<file path="src/rtl/us_pkg.sv">
// us_pkg: shared state encoding, default timing constants and the
// median-of-3 helper used by the ultrasonic ranging sequencer.
package us_pkg;

    // FSM state encoding (kept as plain constants for legacy tools).
    typedef logic [2:0] us_state_t;
    localparam us_state_t ST_IDLE      = 3'd0;
    localparam us_state_t ST_TRIG      = 3'd1;
    localparam us_state_t ST_WAIT_RISE = 3'd2;
    localparam us_state_t ST_MEASURE   = 3'd3;
    localparam us_state_t ST_DONE      = 3'd4;

    // Defaults for a 50 MHz clock and an HC-SR04 style sensor.
    localparam int unsigned DEF_TRIG_CYCLES    = 500;
    localparam int unsigned DEF_PERIOD_CYCLES  = 3000000;
    localparam int unsigned DEF_TIMEOUT_CYCLES = 1500000;
    localparam int unsigned DEF_CYCLES_PER_CM  = 2900;
    localparam int unsigned DEF_DIST_W         = 9;
    localparam int unsigned DEF_THRESH_CM      = 20;
    localparam int unsigned DEF_HYST_CM        = 2;

    // Median helper works on a fixed width; callers zero-extend distances
    // (distance widths up to 16 bits are supported).
    localparam int MED_W = 16;

    function automatic logic [MED_W-1:0] median3(
        input logic [MED_W-1:0] a,
        input logic [MED_W-1:0] b,
        input logic [MED_W-1:0] c
    );
        logic [MED_W-1:0] lo;
        logic [MED_W-1:0] hi;
        lo = (a < b) ? a : b;
        hi = (a < b) ? b : a;
        if (c <= lo)
            return lo;
        else if (c >= hi)
            return hi;
        else
            return c;
    endfunction

endpackage

</file>
<file path="src/rtl/us_echo_sync.sv">
// us_echo_sync: brings the asynchronous echo pin into the clk domain with a
// 2-FF synchroniser, then produces registered single-cycle rise/fall pulses.
// Only the second synchroniser flop feeds the edge logic, so a metastable
// first stage never fans out.
module us_echo_sync (
    input  logic i_clk,
    input  logic i_rst,
    input  logic i_echo,
    output logic o_rise,
    output logic o_fall
);

    logic r_meta;
    logic r_sync;
    logic r_last;
    logic r_rise;
    logic r_fall;

    // Synchronise the pin and register edge pulses from the settled level.
    always_ff @(posedge i_clk) begin
        if (i_rst) begin
            r_meta <= 1'b0;
            r_sync <= 1'b0;
            r_last <= 1'b0;
            r_rise <= 1'b0;
            r_fall <= 1'b0;
        end else begin
            r_meta <= i_echo;
            r_sync <= r_meta;
            r_last <= r_sync;
            r_rise <= r_sync & ~r_last;
            r_fall <= ~r_sync & r_last;
        end
    end

    assign o_rise = r_rise;
    assign o_fall = r_fall;

endmodule

</file>
<file path="src/rtl/us_ranging_sequencer.sv">
// us_ranging_sequencer: issues periodic trigger pulses to an ultrasonic
// sensor, times the echo pulse, converts its width to whole centimetres by
// counting (no divider), flags timeouts and drives a hysteretic near flag.
// Build macro US_MEDIAN3_EN: when defined, reported distance and the near
// compare use a median-of-3 over the last raw distances (adds one cycle).
//
// Interface: no handshakes. o_dist_valid and o_timeout are single-cycle
// strobes; o_distance_cm and o_near hold their value between strobes.
// o_state exposes the FSM state for debug.
module us_ranging_sequencer
    import us_pkg::*;
#(
    parameter int unsigned TRIG_CYCLES    = DEF_TRIG_CYCLES,
    parameter int unsigned PERIOD_CYCLES  = DEF_PERIOD_CYCLES,
    parameter int unsigned TIMEOUT_CYCLES = DEF_TIMEOUT_CYCLES,
    parameter int unsigned CYCLES_PER_CM  = DEF_CYCLES_PER_CM,
    parameter int unsigned DIST_W         = DEF_DIST_W,
    parameter int unsigned THRESH_CM      = DEF_THRESH_CM,
    parameter int unsigned HYST_CM        = DEF_HYST_CM
) (
    input  logic              i_clk,
    input  logic              i_rst,
    input  logic              i_echo,
    input  logic              i_start_en,
    output logic              o_trig,
    output logic [DIST_W-1:0] o_distance_cm,
    output logic              o_dist_valid,
    output logic              o_timeout,
    output logic              o_near,
    output logic              o_busy,
    output logic [2:0]        o_state
);

    localparam int TR_W  = $clog2(TRIG_CYCLES + 1);
    localparam int PER_W = $clog2(PERIOD_CYCLES + 1);
    localparam int TO_W  = $clog2(TIMEOUT_CYCLES + 1);
    localparam int SUB_W = $clog2(CYCLES_PER_CM + 1);

    localparam logic [TR_W-1:0]   TRIG_LAST = TR_W'(TRIG_CYCLES - 1);
    localparam logic [PER_W-1:0]  PER_LAST  = PER_W'(PERIOD_CYCLES - 1);
    localparam logic [TO_W-1:0]   TO_LAST   = TO_W'(TIMEOUT_CYCLES - 1);
    localparam logic [SUB_W-1:0]  SUB_LAST  = SUB_W'(CYCLES_PER_CM - 1);
    localparam logic [DIST_W-1:0] DIST_MAX  = '1;
    localparam logic [DIST_W-1:0] NEAR_ON   = DIST_W'(THRESH_CM);
    localparam logic [DIST_W-1:0] NEAR_OFF  = DIST_W'(THRESH_CM + HYST_CM);

    // A measurement window longer than the period would overlap the next trigger.
    if (TRIG_CYCLES + TIMEOUT_CYCLES >= PERIOD_CYCLES) begin : g_bad_timing
        $error("us_ranging_sequencer: TRIG_CYCLES+TIMEOUT_CYCLES must be < PERIOD_CYCLES");
    end

    us_state_t         r_state;
    logic              r_started;
    logic [PER_W-1:0]  r_period;
    logic [TR_W-1:0]   r_tcnt;
    logic [TO_W-1:0]   r_to;
    logic [SUB_W-1:0]  r_sub;
    logic [DIST_W-1:0] r_cm;
    logic              r_timeout;
    logic [DIST_W-1:0] r_dist;
    logic              r_valid;
    logic              r_near;

    logic              w_rise;
    logic              w_fall;
    logic              w_launch;
    logic              w_commit;
    logic [DIST_W-1:0] w_new;

    us_echo_sync u_sync (
        .i_clk  (i_clk),
        .i_rst  (i_rst),
        .i_echo (i_echo),
        .o_rise (w_rise),
        .o_fall (w_fall)
    );

    // First trigger after reset or re-enable fires at once; later ones wait
    // for the period grid.
    assign w_launch = (r_state == ST_IDLE) && i_start_en &&
                      (!r_started || (r_period == PER_LAST));

    // Period counter runs in every state and restarts at each trigger launch.
    always_ff @(posedge i_clk) begin
        if (i_rst)
            r_period <= '0;
        else if (w_launch || (r_period == PER_LAST))
            r_period <= '0;
        else
            r_period <= r_period + 1'b1;
    end

    // Ranging FSM with trigger, timeout and echo-width counters.
    always_ff @(posedge i_clk) begin
        if (i_rst) begin
            r_state   <= ST_IDLE;
            r_started <= 1'b0;
            r_tcnt    <= '0;
            r_to      <= '0;
            r_sub     <= '0;
            r_cm      <= '0;
            r_timeout <= 1'b0;
        end else begin
            r_timeout <= 1'b0;
            case (r_state)
                ST_IDLE: begin
                    if (!i_start_en) begin
                        r_started <= 1'b0;
                    end else if (w_launch) begin
                        r_state   <= ST_TRIG;
                        r_started <= 1'b1;
                        r_tcnt    <= '0;
                    end
                end
                ST_TRIG: begin
                    if (r_tcnt == TRIG_LAST) begin
                        r_state <= ST_WAIT_RISE;
                        r_to    <= '0;
                    end else begin
                        r_tcnt <= r_tcnt + 1'b1;
                    end
                end
                ST_WAIT_RISE: begin
                    r_to <= r_to + 1'b1;
                    if (r_to == TO_LAST) begin
                        r_timeout <= 1'b1;
                        r_state   <= ST_IDLE;
                    end else if (w_rise) begin
                        r_state <= ST_MEASURE;
                        r_sub   <= '0;
                        r_cm    <= '0;
                    end
                end
                ST_MEASURE: begin
                    r_to <= r_to + 1'b1;
                    // Every MEASURE cycle up to and including the fall edge
                    // counts, which equals the pin's high time exactly.
                    if (r_sub == SUB_LAST) begin
                        r_sub <= '0;
                        if (r_cm != DIST_MAX)
                            r_cm <= r_cm + 1'b1;
                    end else begin
                        r_sub <= r_sub + 1'b1;
                    end
                    // An echo fall on the terminal count still counts as valid.
                    if (w_fall) begin
                        r_state <= ST_DONE;
                    end else if (r_to == TO_LAST) begin
                        r_timeout <= 1'b1;
                        r_state   <= ST_IDLE;
                    end
                end
                ST_DONE: r_state <= ST_IDLE;
                default: r_state <= ST_IDLE;
            endcase
        end
    end

`ifdef US_MEDIAN3_EN
    logic [DIST_W-1:0] r_h0;
    logic [DIST_W-1:0] r_h1;
    logic [DIST_W-1:0] r_h2;
    logic [1:0]        r_hcnt;
    logic              r_pend;

    // Raw-distance history; the filtered value is published one cycle after DONE.
    always_ff @(posedge i_clk) begin
        if (i_rst) begin
            r_h0   <= '0;
            r_h1   <= '0;
            r_h2   <= '0;
            r_hcnt <= '0;
            r_pend <= 1'b0;
        end else begin
            r_pend <= (r_state == ST_DONE);
            if (r_state == ST_DONE) begin
                r_h2 <= r_h1;
                r_h1 <= r_h0;
                r_h0 <= r_cm;
                if (r_hcnt != 2'd3)
                    r_hcnt <= r_hcnt + 1'b1;
            end
        end
    end

    assign w_commit = r_pend;
    assign w_new    = (r_hcnt == 2'd3) ?
                      DIST_W'(median3(MED_W'(r_h0), MED_W'(r_h1), MED_W'(r_h2))) :
                      r_h0;
`else
    assign w_commit = (r_state == ST_DONE);
    assign w_new    = r_cm;
`endif

    // Publish distance, strobe valid and apply near hysteresis on the same edge.
    always_ff @(posedge i_clk) begin
        if (i_rst) begin
            r_dist  <= '0;
            r_valid <= 1'b0;
            r_near  <= 1'b0;
        end else begin
            r_valid <= w_commit;
            if (w_commit) begin
                r_dist <= w_new;
                if (w_new < NEAR_ON)
                    r_near <= 1'b1;
                else if (w_new >= NEAR_OFF)
                    r_near <= 1'b0;
            end
        end
    end

    assign o_trig        = (r_state == ST_TRIG);
    assign o_busy        = (r_state != ST_IDLE);
    assign o_state       = r_state;
    assign o_distance_cm = r_dist;
    assign o_dist_valid  = r_valid;
    assign o_timeout     = r_timeout;
    assign o_near        = r_near;

endmodule
</file>
<file path="config.mk">
export PLATFORM = sky130hd
export DESIGN_NAME = us_ranging_sequencer
export DESIGN_NICKNAME = d
export VERILOG_FILES = /design/src/rtl/us_pkg.sv /design/src/rtl/us_echo_sync.sv /design/src/rtl/us_ranging_sequencer.sv
export SDC_FILE = /design/constraint.sdc
export NUM_CORES = 1
export LEC_CHECK = 0
export BUFFER_PORTS_ARGS = -buffer_cell sky130_fd_sc_hd__buf_2
export CAP_MARGIN = 30
export CELL_PAD_IN_SITES_DETAIL_PLACEMENT = 0
export CELL_PAD_IN_SITES_GLOBAL_PLACEMENT = 1
export CORE_MARGIN = 8
export CORE_UTILIZATION = 44
export DETAILED_ROUTE_END_ITERATION = 10
export GPL_ROUTABILITY_DRIVEN = 1
export PLACE_DENSITY_LB_ADDON = 0.1
export SYNTH_ARGS = -nofsm -noshare
export SYNTH_HDL_FRONTEND = slang
export SYNTH_SLANG_ARGS = --single-unit
export TNS_END_PERCENT = 100
</file>
<file path="constraint.sdc">
create_clock -name i_clk -period 2.7 [get_ports i_clk]
set_clock_uncertainty 0.15 [all_clocks]
set_input_delay 0.675 -clock i_clk [delete_from_list [all_inputs] [get_ports i_clk]]
set_output_delay 0.675 -clock i_clk [all_outputs]
set_load 0.02 [all_outputs]
</file>
Word-level counts from Yosys, hierarchy flattened
Cells that the tools add are included.
W data, S select, Z words.
{"block": "word_totals", "regBits": 94, "inputBits": 4, "output_inout_bits": 17, "wordCells": 97}
{"block": "op_classes", "n_addsub": 5, "n_lt_le_gt_ge": 2, "n_eq_ne": 20, "mux": 30, "bitwise_logic": 4, "reduce_logical": 20}
{"operator": "$mux W9", "count": 7}
{"operator": "$pmux W21 S2", "count": 1}
{"operator": "$mux W12", "count": 3}
{"operator": "$pmux W9 S2", "count": 2}
{"operator": "$pmux W12 S2", "count": 1}
{"operator": "$add A22 B1 Y22 const B", "count": 1}
{"operator": "$eq A22 B22 Y1 const B", "count": 1}
{"operator": "$add A21 B1 Y21 const B", "count": 1}
{"operator": "$eq A21 B21 Y1 const B", "count": 1}
{"operator": "$mux W21", "count": 1}
{"operator": "$mux W3", "count": 7}
{"operator": "$add A9 B1 Y9 const B", "count": 2}
{"operator": "$add A12 B1 Y12 const B", "count": 1}
{"operator": "$eq A12 B12 Y1 const B", "count": 1}
{"operator": "$ne A2 B2 Y1 const B", "count": 6}
{"operator": "$pmux W3 S4", "count": 1}
{"operator": "$reduce_and A5 Y1", "count": 2}
{"operator": "$eq A9 B9 Y1 const B", "count": 1}
{"operator": "$ge A9 B5 Y1 const B", "count": 1}
{"operator": "$lt A9 B5 Y1 const B", "count": 1}
{"operator": "$ne A9 B9 Y1 const B", "count": 1}
{"operator": "$reduce_bool A2 Y1", "count": 4}
{"operator": "$eq A3 B2 Y1 const B", "count": 2}
{"operator": "$mux W1", "count": 6}
{"operator": "other kinds (16)", "count": 26}

Logic depth before layout (Yosys ltp)
Gate-level depths: netlist of the first run.
{"block": "depth", "word_depth": 6, "mapped_depth": 9, "ltp_nobuf": 9}

Cells and area by module
Synthesis of the first run repeated with hierarchy kept, for this count alone.
{"block": "unflattened", "hier_cells": 496, "hier_area_um2": 4169.0}
{"mod": "us_ranging_sequencer", "n_inst": 1, "cells_each": 486, "area_per_inst_um2": 4035.1, "seq_area_each_um2": 1781.7}
{"mod": "us_echo_sync", "n_inst": 1, "cells_each": 10, "area_per_inst_um2": 133.9, "seq_area_each_um2": 100.1}

Worst setup path after synthesis of the first run
Ideal clock, no wire load.
{"block": "synth_timing", "kind": "register to register", "startpoint": "reg r_state[1] (netlist: o_state[1])", "endpoint": "reg r_to[14]", "setup_ns": 0.070, "arrival_time_ns": 2.253, "required_ns": 2.480, "path_slack_ns": 0.226, "path_stages_with_launch": 8, "path_buffers": 2, "synth_period_minus_slack_ns": 2.474, "path_cell_list": "dfxtp_1 buf_6 nor3b_4 a41oi_4 or4b_1 buf_2 or3_1 a21oi_1"}
{"block": "synth_between", "elab_cells_between_ends": 8, "cone_classes": "eq/ne: 4; mux: 1; reduce/logical: 3"}
{"item": "from (decl)", "line_no": "us_ranging_sequencer.sv:52", "text": "us_state_t r_state;"}
{"item": "from (signal assigned)", "line_no": "us_ranging_sequencer.sv:96", "text": "r_state <= ST_IDLE;"}
{"item": "from (signal assigned)", "line_no": "us_ranging_sequencer.sv:110", "text": "r_state <= ST_TRIG;"}
{"item": "from (signal assigned)", "line_no": "us_ranging_sequencer.sv:117", "text": "r_state <= ST_WAIT_RISE;"}
{"item": "$eq A3 B1 Y1 *"}
{"item": "net o_trig", "line_no": "us_ranging_sequencer.sv:25", "text": "output logic o_trig,"}
{"item": "$ne A2 B1 Y1 (no source line) / $reduce_bool A2 Y1 (equally long branches)"}
{"item": "$reduce_and A2 Y1 (no source line)"}
{"item": "to (signal assigned)", "line_no": "us_ranging_sequencer.sv:124", "text": "r_to <= r_to + 1'b1;"}
{"item": "to (signal assigned)", "line_no": "us_ranging_sequencer.sv:135", "text": "r_to <= r_to + 1'b1;"}
{"item": "to (decl)", "line_no": "us_ranging_sequencer.sv:56", "text": "logic [TO_W-1:0] r_to;"}
The timed path passes the listed nets; every way through them passes the cells marked *.
A chain may end at the register's enable or synchronous reset.

Worst setup path in the final report of the first run
{"block": "layout_timing", "startpoint": "reg r_period[0]", "endpoint": "reg r_tcnt[5]"}
{"block": "layout_between", "elab_chain_cells": 5}
{"item": "from (decl)", "line_no": "us_ranging_sequencer.sv:54", "text": "logic [PER_W-1:0] r_period;"}
{"item": "from (signal assigned)", "line_no": "us_ranging_sequencer.sv:90", "text": "r_period <= r_period + 1'b1;"}
{"item": "$eq A22 B22 Y1", "line_no": "us_ranging_sequencer.sv:81", "text": "(!r_started || (r_period == PER_LAST));"}
{"item": "$logic_or A1 B1 Y1", "line_no": "us_ranging_sequencer.sv:81"}
{"item": "$logic_and A1 B1 Y1", "line_no": "us_ranging_sequencer.sv:80", "text": "assign w_launch = (r_state == ST_IDLE) && i_start_en &&"}
{"item": "$ne A2 B2 Y1 (no source line)"}
{"item": "$reduce_and A4 Y1 (no source line)"}
{"item": "to (signal assigned)", "line_no": "us_ranging_sequencer.sv:120", "text": "r_tcnt <= r_tcnt + 1'b1;"}
{"item": "to (decl)", "line_no": "us_ranging_sequencer.sv:55", "text": "logic [TR_W-1:0] r_tcnt;"}
Every way passes these cells.

==> metrics.txt, run 1 <==
Setup Fix Bufs, Post-CTS=0; worst-path cell chain=ha_1 -> nand4_1 -> nor4_1 -> buf_4 -> a221oi_1 -> buf_4 -> or3_1 -> a21oi_1; RSZ-0062 raised after global routing=false; Hold Crit Start=u_sync.r_last$_SDFF_PP0_; max_cap viols=0; Clock Tree Root=clkbuf_8; Slew HR=0.522; RR Startpoint=r_period[0]$_SDFF_PP0_; ranking of synthesized cells by area=dfxtp_1 42%, nand2_1 5.0%, nor2_1 4.9%; PostCTS Resize Cnt=0; initial antenna violation count=0; crit share post-route=0.909; most frequent cell on the critical path=buf_4; global route overflow=0; #FFs+latches synth=94; Synth Area in XOR/XNOR=0.0727; Setup TNS Final=0 ns; Pint=1780 uW; CTS Buf Count=9; Iter 0 DRT Violations=170; initial core utilization=0.454; P_sw=589 uW; Final Net Count=564; Arrival @ worst endpoint=2.59 ns; Metal-1 WL=4890 um; Max Slew Vio Count=0; Placer Congestion=0.786; Routed met2 length=4340 um; clk sink count=94; top_reg_cell synth=dfxtp_1; Crit path buffers/inverters=2; # DRC=0; Seq pwr share=0.595; f_max=408 MHz; Die Ht=117 um; main combinational cell family by area after synthesis=simple AND/OR/NAND/NOR gates; Setup Viol. Count Final=0; CP top delay family=simple AND/OR/NAND/NOR gates; vias per cell=5.43; Worst path max stage delay=0.39 ns; CTS HTree Levels=3; CTS tree=done; metal3 WL=278 um; register area share after synthesis=0.422; Worst path depth=8; DR top layer=met4; Worst-path clk slew=0.10 ns; Worst EP required=2.84 ns; number of top-level pins=21; R2R cell count=8; Net Sw Frac=0.249; share of Yosys cell area claimed by the top area cell type=0.422; Mapped Avg Cell Area=8.44 um2; first-pass GRT wire length=16,500 um; leakage=0.00167 uW; Max VDD drop=0.283 mV; Hold Crit Class=register to register; via count=3,759; post-synthesis compound-gate area fraction=0.123; WHS Endpoint=u_sync.o_rise$_SDFF_PP0_; post-layout min period=2.45 ns; Hold Buf Count CTS=0; synth warn=0; register area=1880 um2; maximum clock path buffer count=2; CP max-delay cell=dfxtp_1; Diodes inserted=0; core footprint=9820 um2; Final Hold Vio Count=0; Netlist cell types=61; share of layout cells above drive strength 1=0.111; Die W=117 um; IO Port Bufs=20; crit start category=register; EDFF count, synth=0; mapped cell area=4460 um2; Detailed Place HPWL=6820 um; cell area power density=480 nW/um2; fraction of the mapped netlist area in adder cells=0.0168; Combinational Power Share=0.046; commonest non-fill, non-tap cell in the layout=dfxtp_1; Post-synth ARST share=0; die area=13,600 um2; post-synthesis simple-gate area fraction=0.314; WL final=9710 um; number of global-route vias before repair=3,489; hold depth=1; drt pass-1 iters=4; Cell Rows=36; clock group share of total power=0.360; Mapped Cells=528; crit end category=register; Syn Nets=538; outcome=complete, no violations; Worst R2R Setup Slack=0.25 ns; most frequent cells in the layout=94 x dfxtp_1, 59 x nand2_1, 58 x nor2_1; routed len/inst=14.0 um; P&R area growth vs syn=10.7%; antenna-violating nets left=0; Layout Utilization=0.502; Fillers=1,016; Worst Tran Pin Value=0.717 ns; critical path peak fanout=12; Reg-to-Reg End=r_tcnt[5]$_SDFFE_PP0P_; Crit Path Category=register to register; mux share of post-synthesis cell area=0.0180; Clock Latency Late Sink=0.36 ns; multi-input logic area=2430 um2; largest area contributor in the netlist=dfxtp_1; largest net degree at the start of global routing=40; GRT Resource Usage Total=0.150
==> stage by stage <==
| step | power, uW | cells | area [um2] | hold slack, ns | setup WS, ns |
|---|---|---|---|---|---|
| global placement | 1550 | 676 | 4760 | 0.238 | 0.266 |
| global route | 2470 | 692 | 4930 | 0.284 | 0.0351 |
| CTS | 2400 | 692 | 4930 | 0.259 | 0.229 |
| detailed placement | 1550 | 676 | 4760 | 0.245 | 0.271 |
| floorplan | 1510 | 528 | 4460 | 0.233 | 0.226 |
| finish | 2370 | 692 | 4930 | 0.263 | 0.246 |
==> layout make-up <==
class                           instances  area share
Multi-Input combinational cell        398       0.492
Sequential cell                        94       0.381
Timing Repair Buffer                   38      0.0477
Tap cell                              133      0.0337
Clock buffer                           10      0.0259
Inverter                               13     0.00989
Clock inverter                          6     0.00964
==> state kept, by name, summed over array words and instances, names as in the netlist <==
| name | flops |
|---|---|
| o_state | 3 |
| o_dist_valid | 1 |
| o_distance_cm | 9 |
| u_sync.r_sync | 1 |
| r_tcnt | 9 |
| u_sync.o_fall | 1 |
| u_sync.r_last | 1 |
| r_cm | 9 |
| r_to | 21 |
| r_sub | 12 |
| u_sync.r_meta | 1 |
| r_started | 1 |
| r_period | 22 |
| o_timeout | 1 |
| u_sync.o_rise | 1 |
| o_near | 1 |
==> cells by family after synthesis <==
kind of cell | Yosys count
AND/OR/NAND/NOR | 261
flip-flops | 94
AO/OA/AOI/OAI | 86
XOR/XNOR | 37
buffers and inverters | 36
multiplexers | 8
adder cells (fa/ha/maj) | 6
==> power by group through the flow <==
stage          Clock (uW)  Combinational, uW  Sequential [uW]
5_1_grt               940                123             1410
2_1_floorplan           0               68.1             1440
4_1_cts               884                110             1410
3_3_place_gp            0                109             1440
3_5_place_dp            0                110             1440
6_report              851                108             1410
==> Yosys cell counts, types with 5 or more instances <==
master     n
mux2i_1    8
inv_1     12
xnor2_1   24
a211oi_1   8
dfxtp_1   94
ha_1       6
nor2b_1    5
and4_1     8
nand3_1   24
nor3_1    14
nand4_1   19
or3_1     13
xor2_1    13
o21ai_0   16
nor2_1    58
or4_1      5
nor4_1    10
nand2b_1   7
a21oi_1   38
nand2_1   59
clkbuf_1  17
and3_1    12
==> worst max path at each step <==
stage,startpoint,endpoint,slack (ns)
global placement,r_period[0]$_SDFF_PP0_,r_tcnt[0]$_SDFFE_PP0P_,0.27
detailed placement,o_state[2]$_SDFFE_PP0P_,r_sub[11]$_SDFFE_PP0P_,0.27
global route,r_period[0]$_SDFF_PP0_,r_tcnt[5]$_SDFFE_PP0P_,0.04
CTS,r_period[0]$_SDFF_PP0_,r_tcnt[5]$_SDFFE_PP0P_,0.23
finish,r_period[0]$_SDFF_PP0_,r_tcnt[5]$_SDFFE_PP0P_,0.25
floorplan,o_state[1]$_SDFFE_PP0P_,r_to[14]$_SDFFE_PP0P_,0.23
==> metal layers <==
| metal | vias to the layer above | GRT usage |
|---|---|---|
| met3 | 14 | 0.0253 |
| met5 | - | 0 |
| met4 | 0 | 0.0708 |
| met1 | 1762 | 0.199 |
| li1 | 1939 | - |
| met2 | 44 | 0.234 |
(Power assumes the default switching activity.)
==> inputs of run 2 (changes only) <==
- BUFFER_PORTS_ARGS: -buffer_cell sky130_fd_sc_hd__buf_2 -> -buffer_cell sky130_fd_sc_hd__buf_4
==> run 2 against run 1 <==
Compared with the run above: sequential share of layout area fell by 0.44 points; non-clock buffer count fell by 1; cell count fell by 0.14%; register-to-register slack got worse by 0.03 ns; wire length rose by 1.4%; count of clock-buffer cells in the layout rose by 2; clock power rose by 3.3%; maximum frequency fell by 1.2%.
==> metrics.txt, run 2 (same netlist as run 1, synthesis figures left out) <==
CTS HTree Levels=3; die area=13,600 um2; Die W=117 um; Diodes inserted=0; Arrival @ worst endpoint=2.62 ns; P_sw=572 uW; leakage=0.00167 uW; WL final=9850 um; Worst Tran Pin Value=0.660 ns; number of top-level pins=21; IO Port Bufs=20; P&R area growth vs syn=12.0%; Max Slew Vio Count=0; Placer Congestion=0.776; Worst-path clk slew=0.09 ns; crit share post-route=0.920; Net Sw Frac=0.238; Worst path max stage delay=0.66 ns; number of global-route vias before repair=3,639; via count=3,793; top flop regs=r_period x22, r_to x21, r_sub x12; most frequent cells in the layout=94 x dfxtp_1, 59 x nand2_1, 58 x nor2_1; Worst EP required=2.83 ns; Cell Rows=36; first-pass GRT wire length=17,100 um; Max VDD drop=0.316 mV; vias per cell=5.49; clk sink count=94; Setup Viol. Count Final=0; Clock Tree Root=clkbuf_8; cell area power density=481 nW/um2; Setup TNS Final=0 ns; CP top delay family=simple AND/OR/NAND/NOR gates; share of layout cells above drive strength 1=0.111; CP max-delay cell=or4b_1; max reg flops=22; Hold Crit Class=register to register; Detailed Place HPWL=7070 um; Crit Path Category=register to register; # DRC=0; crit start category=register; CTS tree=done; worst setup margin=0.217 ns; Crit path buffers/inverters=0; Die Ht=117 um; largest register by flop count=r_period; Clock Latency Late Sink=0.36 ns; core footprint=9820 um2; Pint=1830 uW; drt pass-1 iters=4; Combinational Power Share=0.047; Final Net Count=563; initial antenna violation count=0; largest net degree at the start of global routing=40; critical path peak fanout=8; worst-path cell chain=ha_1 -> and2_1 -> a41oi_4 -> or4b_1 -> or3_1 -> a21oi_1; max_cap viols=0; CTS Buf Count=9; maximum clock path buffer count=2; outcome=complete, no violations; global route overflow=0; Iter 0 DRT Violations=209; routed len/inst=14.2 um; antenna-violating nets left=0; commonest non-fill, non-tap cell in the layout=dfxtp_1; RSZ-0062 raised after global routing=false; f_max=403 MHz; crit end category=register; Seq pwr share=0.587; worst slack, placed=0.251 ns; Hold Buf Count CTS=0; post-layout min period=2.48 ns; GRT Resource Usage Total=0.154; clock group share of total power=0.366; Final Hold Vio Count=0; Slew HR=0.560; initial core utilization=0.454
## run 2: cell types whose count changed in the layout (fill, tap and decap cells not counted), moves of 2 or more
cell and change:
clkbuf_8 +2, clkinv_4 -3, buf_2 -20, buf_4 +19
## run 2: power by group through the flow
stage          Sequential (uW)  Combinational, uW  Clock [uW]
6_report                  1410                114         879
3_5_place_dp              1440                115           0
2_1_floorplan             1440               68.1           0
3_3_place_gp              1440                113           0
4_1_cts                   1410                115         908
5_1_grt                   1410                127         959
## run 2: worst paths after layout
path,startpoint,slack (ns),to,cells past startpoint
hold / removal,u_sync.r_last$_SDFF_PP0_,0.26,u_sync.o_rise$_SDFF_PP0_,1
hold reg to reg,u_sync.r_last$_SDFF_PP0_,0.26,u_sync.o_rise$_SDFF_PP0_,1
setup / recovery,r_tcnt[0]$_SDFFE_PP0P_,0.22,r_to[18]$_SDFFE_PP0P_,6
setup reg to reg,r_tcnt[0]$_SDFFE_PP0P_,0.22,r_to[18]$_SDFFE_PP0P_,6
## run 2: worst reg2reg max path, delay by kind of cell (launching register included)
kind / cells / cell delay [ns]
AND/OR/NAND/NOR: 3 / 1.32
flip-flops: 1 / 0.42
AO/OA/AOI/OAI: 2 / 0.29
adder cells (fa/ha/maj): 1 / 0.24
## run 2: area by class of cell
class	count	area (um2)
tap	133	166
timing repair buffer	37	278
inverter	13	48.8
sequential	94	1880
fill	1016	4830
clock inverter	4	28.8
clock buffer	12	155
multi-input combinational	398	2430
## run 2: what timing repair did
item                                    CTS  global route
endpoints found under the setup margin    0             2
setup buffers                             0             0
gates resized for setup                   0             1
## run 2: routing by layer
metal / vias up / GRT usage / part of all wire
met5: - / 0 / 0
met4: 0 / 0.0444 / 0.011
met3: 8 / 0.0331 / 0.028
met2: 41 / 0.255 / 0.47
met1: 1811 / 0.199 / 0.50
li1: 1933 / - / -
## run 2: stage by stage
stage	hold WS (ns)	instance area, um2	total power, uW	instances	util
floorplan	0.233	4460	1510	528	-
global placement	0.239	4800	1550	675	0.489
detailed placement	0.245	4800	1550	675	0.489
CTS	0.259	4980	2430	691	0.508
global route	0.276	4990	2500	691	0.508
finish	0.257	4990	2400	691	0.508
==> inputs of run 3 (changes only) <==
- REMOVE_ABC_BUFFERS: default -> 1
- TNS_END_PERCENT: 100 -> 1
- clock period: 2.7 -> 2.5 ns (I/O delays scaled with it)
==> run 3 against run 2 <==
Compared with the run above: flip-flop and latch count stayed put; clock power is 17% higher; highest routed layer unchanged; critical endpoint is now r_tcnt[3]$_SDFFE_PP0P_; first-iteration DRC count is 0.96% lower; via count is 0.18% higher.
==> metrics.txt, run 3 (same netlist as run 1, synthesis figures left out) <==
DP Area=4880 um2; IO Port Bufs=20; Clock Tree Root=clkbuf_8; number of top-level pins=21; via count=3,800; largest register by flop count=r_period; most frequent cell on the critical path=buf_4; Placer Congestion=0.831; critical path peak fanout=13; Worst-path clk slew=0.09 ns; cell area power density=523 nW/um2; Crit Path Category=register to register; initial core utilization=0.454; outcome=complete, no violations; GRT Resource Usage Total=0.162; share of layout cells above drive strength 1=0.132; Worst Tran Pin Value=0.736 ns; number of global-route vias before repair=3,701; placed cells=685; Iter 0 DRT Violations=207; most frequent cells in the layout=94 x dfxtp_1, 59 x nand2_1, 58 x nor2_1; global route overflow=0; CTS HTree Levels=3; # DRC=0; Post-Layout Inst Area=5100 um2; Cell Rows=36; routed len/inst=14.4 um; drt pass-1 iters=4; f_max=429 MHz; clk sink count=94; Final Hold Vio Count=0; Diodes inserted=0; RSZ-0062 raised after global routing=false; Detailed Place HPWL=7290 um; crit start category=register; Max VDD drop=0.428 mV; largest net degree at the start of global routing=40; Setup Viol. Count Final=0; WL final=10,100 um; post-layout min period=2.33 ns; antenna-violating nets left=0; CP max-delay cell=a221oi_1; Worst path max stage delay=0.63 ns; initial antenna violation count=0; die area=13,600 um2; Clock Latency Late Sink=0.37 ns; Arrival @ worst endpoint=2.48 ns; top flop regs=r_period x22, r_to x21, r_sub x12; Worst EP required=2.65 ns; first-pass GRT wire length=17,500 um; worst-path cell chain=ha_1 -> nand4_1 -> nor4_2 -> buf_4 -> a221oi_1 -> buf_4 -> o21ai_0 -> a21oi_1; max_cap viols=0; maximum clock path buffer count=2; commonest non-fill, non-tap cell in the layout=dfxtp_1; Die Ht=117 um; vias per cell=5.41; crit share post-route=0.931; Final Net Count=574; Max Slew Vio Count=0; fin cells=702; Hold Buf Count CTS=0; max reg flops=22; core footprint=9820 um2; Die W=117 um; Slew HR=0.509; CTS tree=done; crit end category=register; leakage=0.00173 uW; Hold Crit Class=register to register; P&R area growth vs syn=14.4%; CTS Buf Count=9
## run 3: power breakdown
part           internal (uW)  total [uW]  switching [uW]
registers               1510        1520            10.7
clock network            472        1030             555
logic                   44.8         120            75.6
total                   2030        2670             641
## run 3: per-layer routing
| layer | up-vias | track usage | routed length (um) |
|---|---|---|---|
| li1 | 1959 | - | - |
| met1 | 1786 | 0.204 | 5050 |
| met2 | 48 | 0.260 | 4580 |
| met3 | 7 | 0.0512 | 364 |
| met4 | 0 | 0.0461 | 93 |
| met5 | - | 0 | 0 |
## run 3: cell type report
cell class                      instances  area, um2
Timing Repair Buffer                   48        360
Multi-Input combinational cell        398       2440
Sequential cell                        94       1880
Tap cell                              133        166
Fill cell                             983       4720
Inverter                               13       48.8
Clock buffer                           10        128
Clock inverter                          6       70.1
## run 3: worst max-delay path, delay by kind of cell (launching register included)
| kind | cells | cell delay, ns |
|---|---|---|
| AOI/OAI and AO/OA | 3 | 0.89 |
| and+or+nand+nor | 2 | 0.21 |
| adders and majority gates | 1 | 0.24 |
| DFF | 1 | 0.34 |
| buffers and inverters | 2 | 0.43 |
## run 3: timing repair
| action | 4_1_cts | 5_1_grt |
|---|---|---|
| buffers inserted | 0 | 1 |
| setup endpoints to repair | 0 | 14 |
| gates resized for setup | 0 | 3 |
## run 3: final timing paths
check,startpoint,endpoint,slack (ns),depth (start not counted)
max,r_period[0]$_SDFF_PP0_,r_tcnt[3]$_SDFFE_PP0P_,0.17,8
min,u_sync.r_last$_SDFF_PP0_,u_sync.o_rise$_SDFF_PP0_,0.27,1
max reg2reg,r_period[0]$_SDFF_PP0_,r_tcnt[3]$_SDFFE_PP0P_,0.17,8
min reg2reg,u_sync.r_last$_SDFF_PP0_,u_sync.o_rise$_SDFF_PP0_,0.27,1
## run 3: stage by stage
stage	power (uW)	utilization	setup TNS (ns)	hold WS, ns	setup slack (ns)
after floorplan	1620	-	-0.264	0.233	-0.0850
after global placement	1680	0.497	0	0.247	0.167
after detailed placement	1680	0.497	0	0.260	0.0996
after CTS	2710	0.517	0	0.275	0.0759
after global routing	2800	0.519	0	0.278	0.00240
final	2670	0.519	0	0.267	0.172
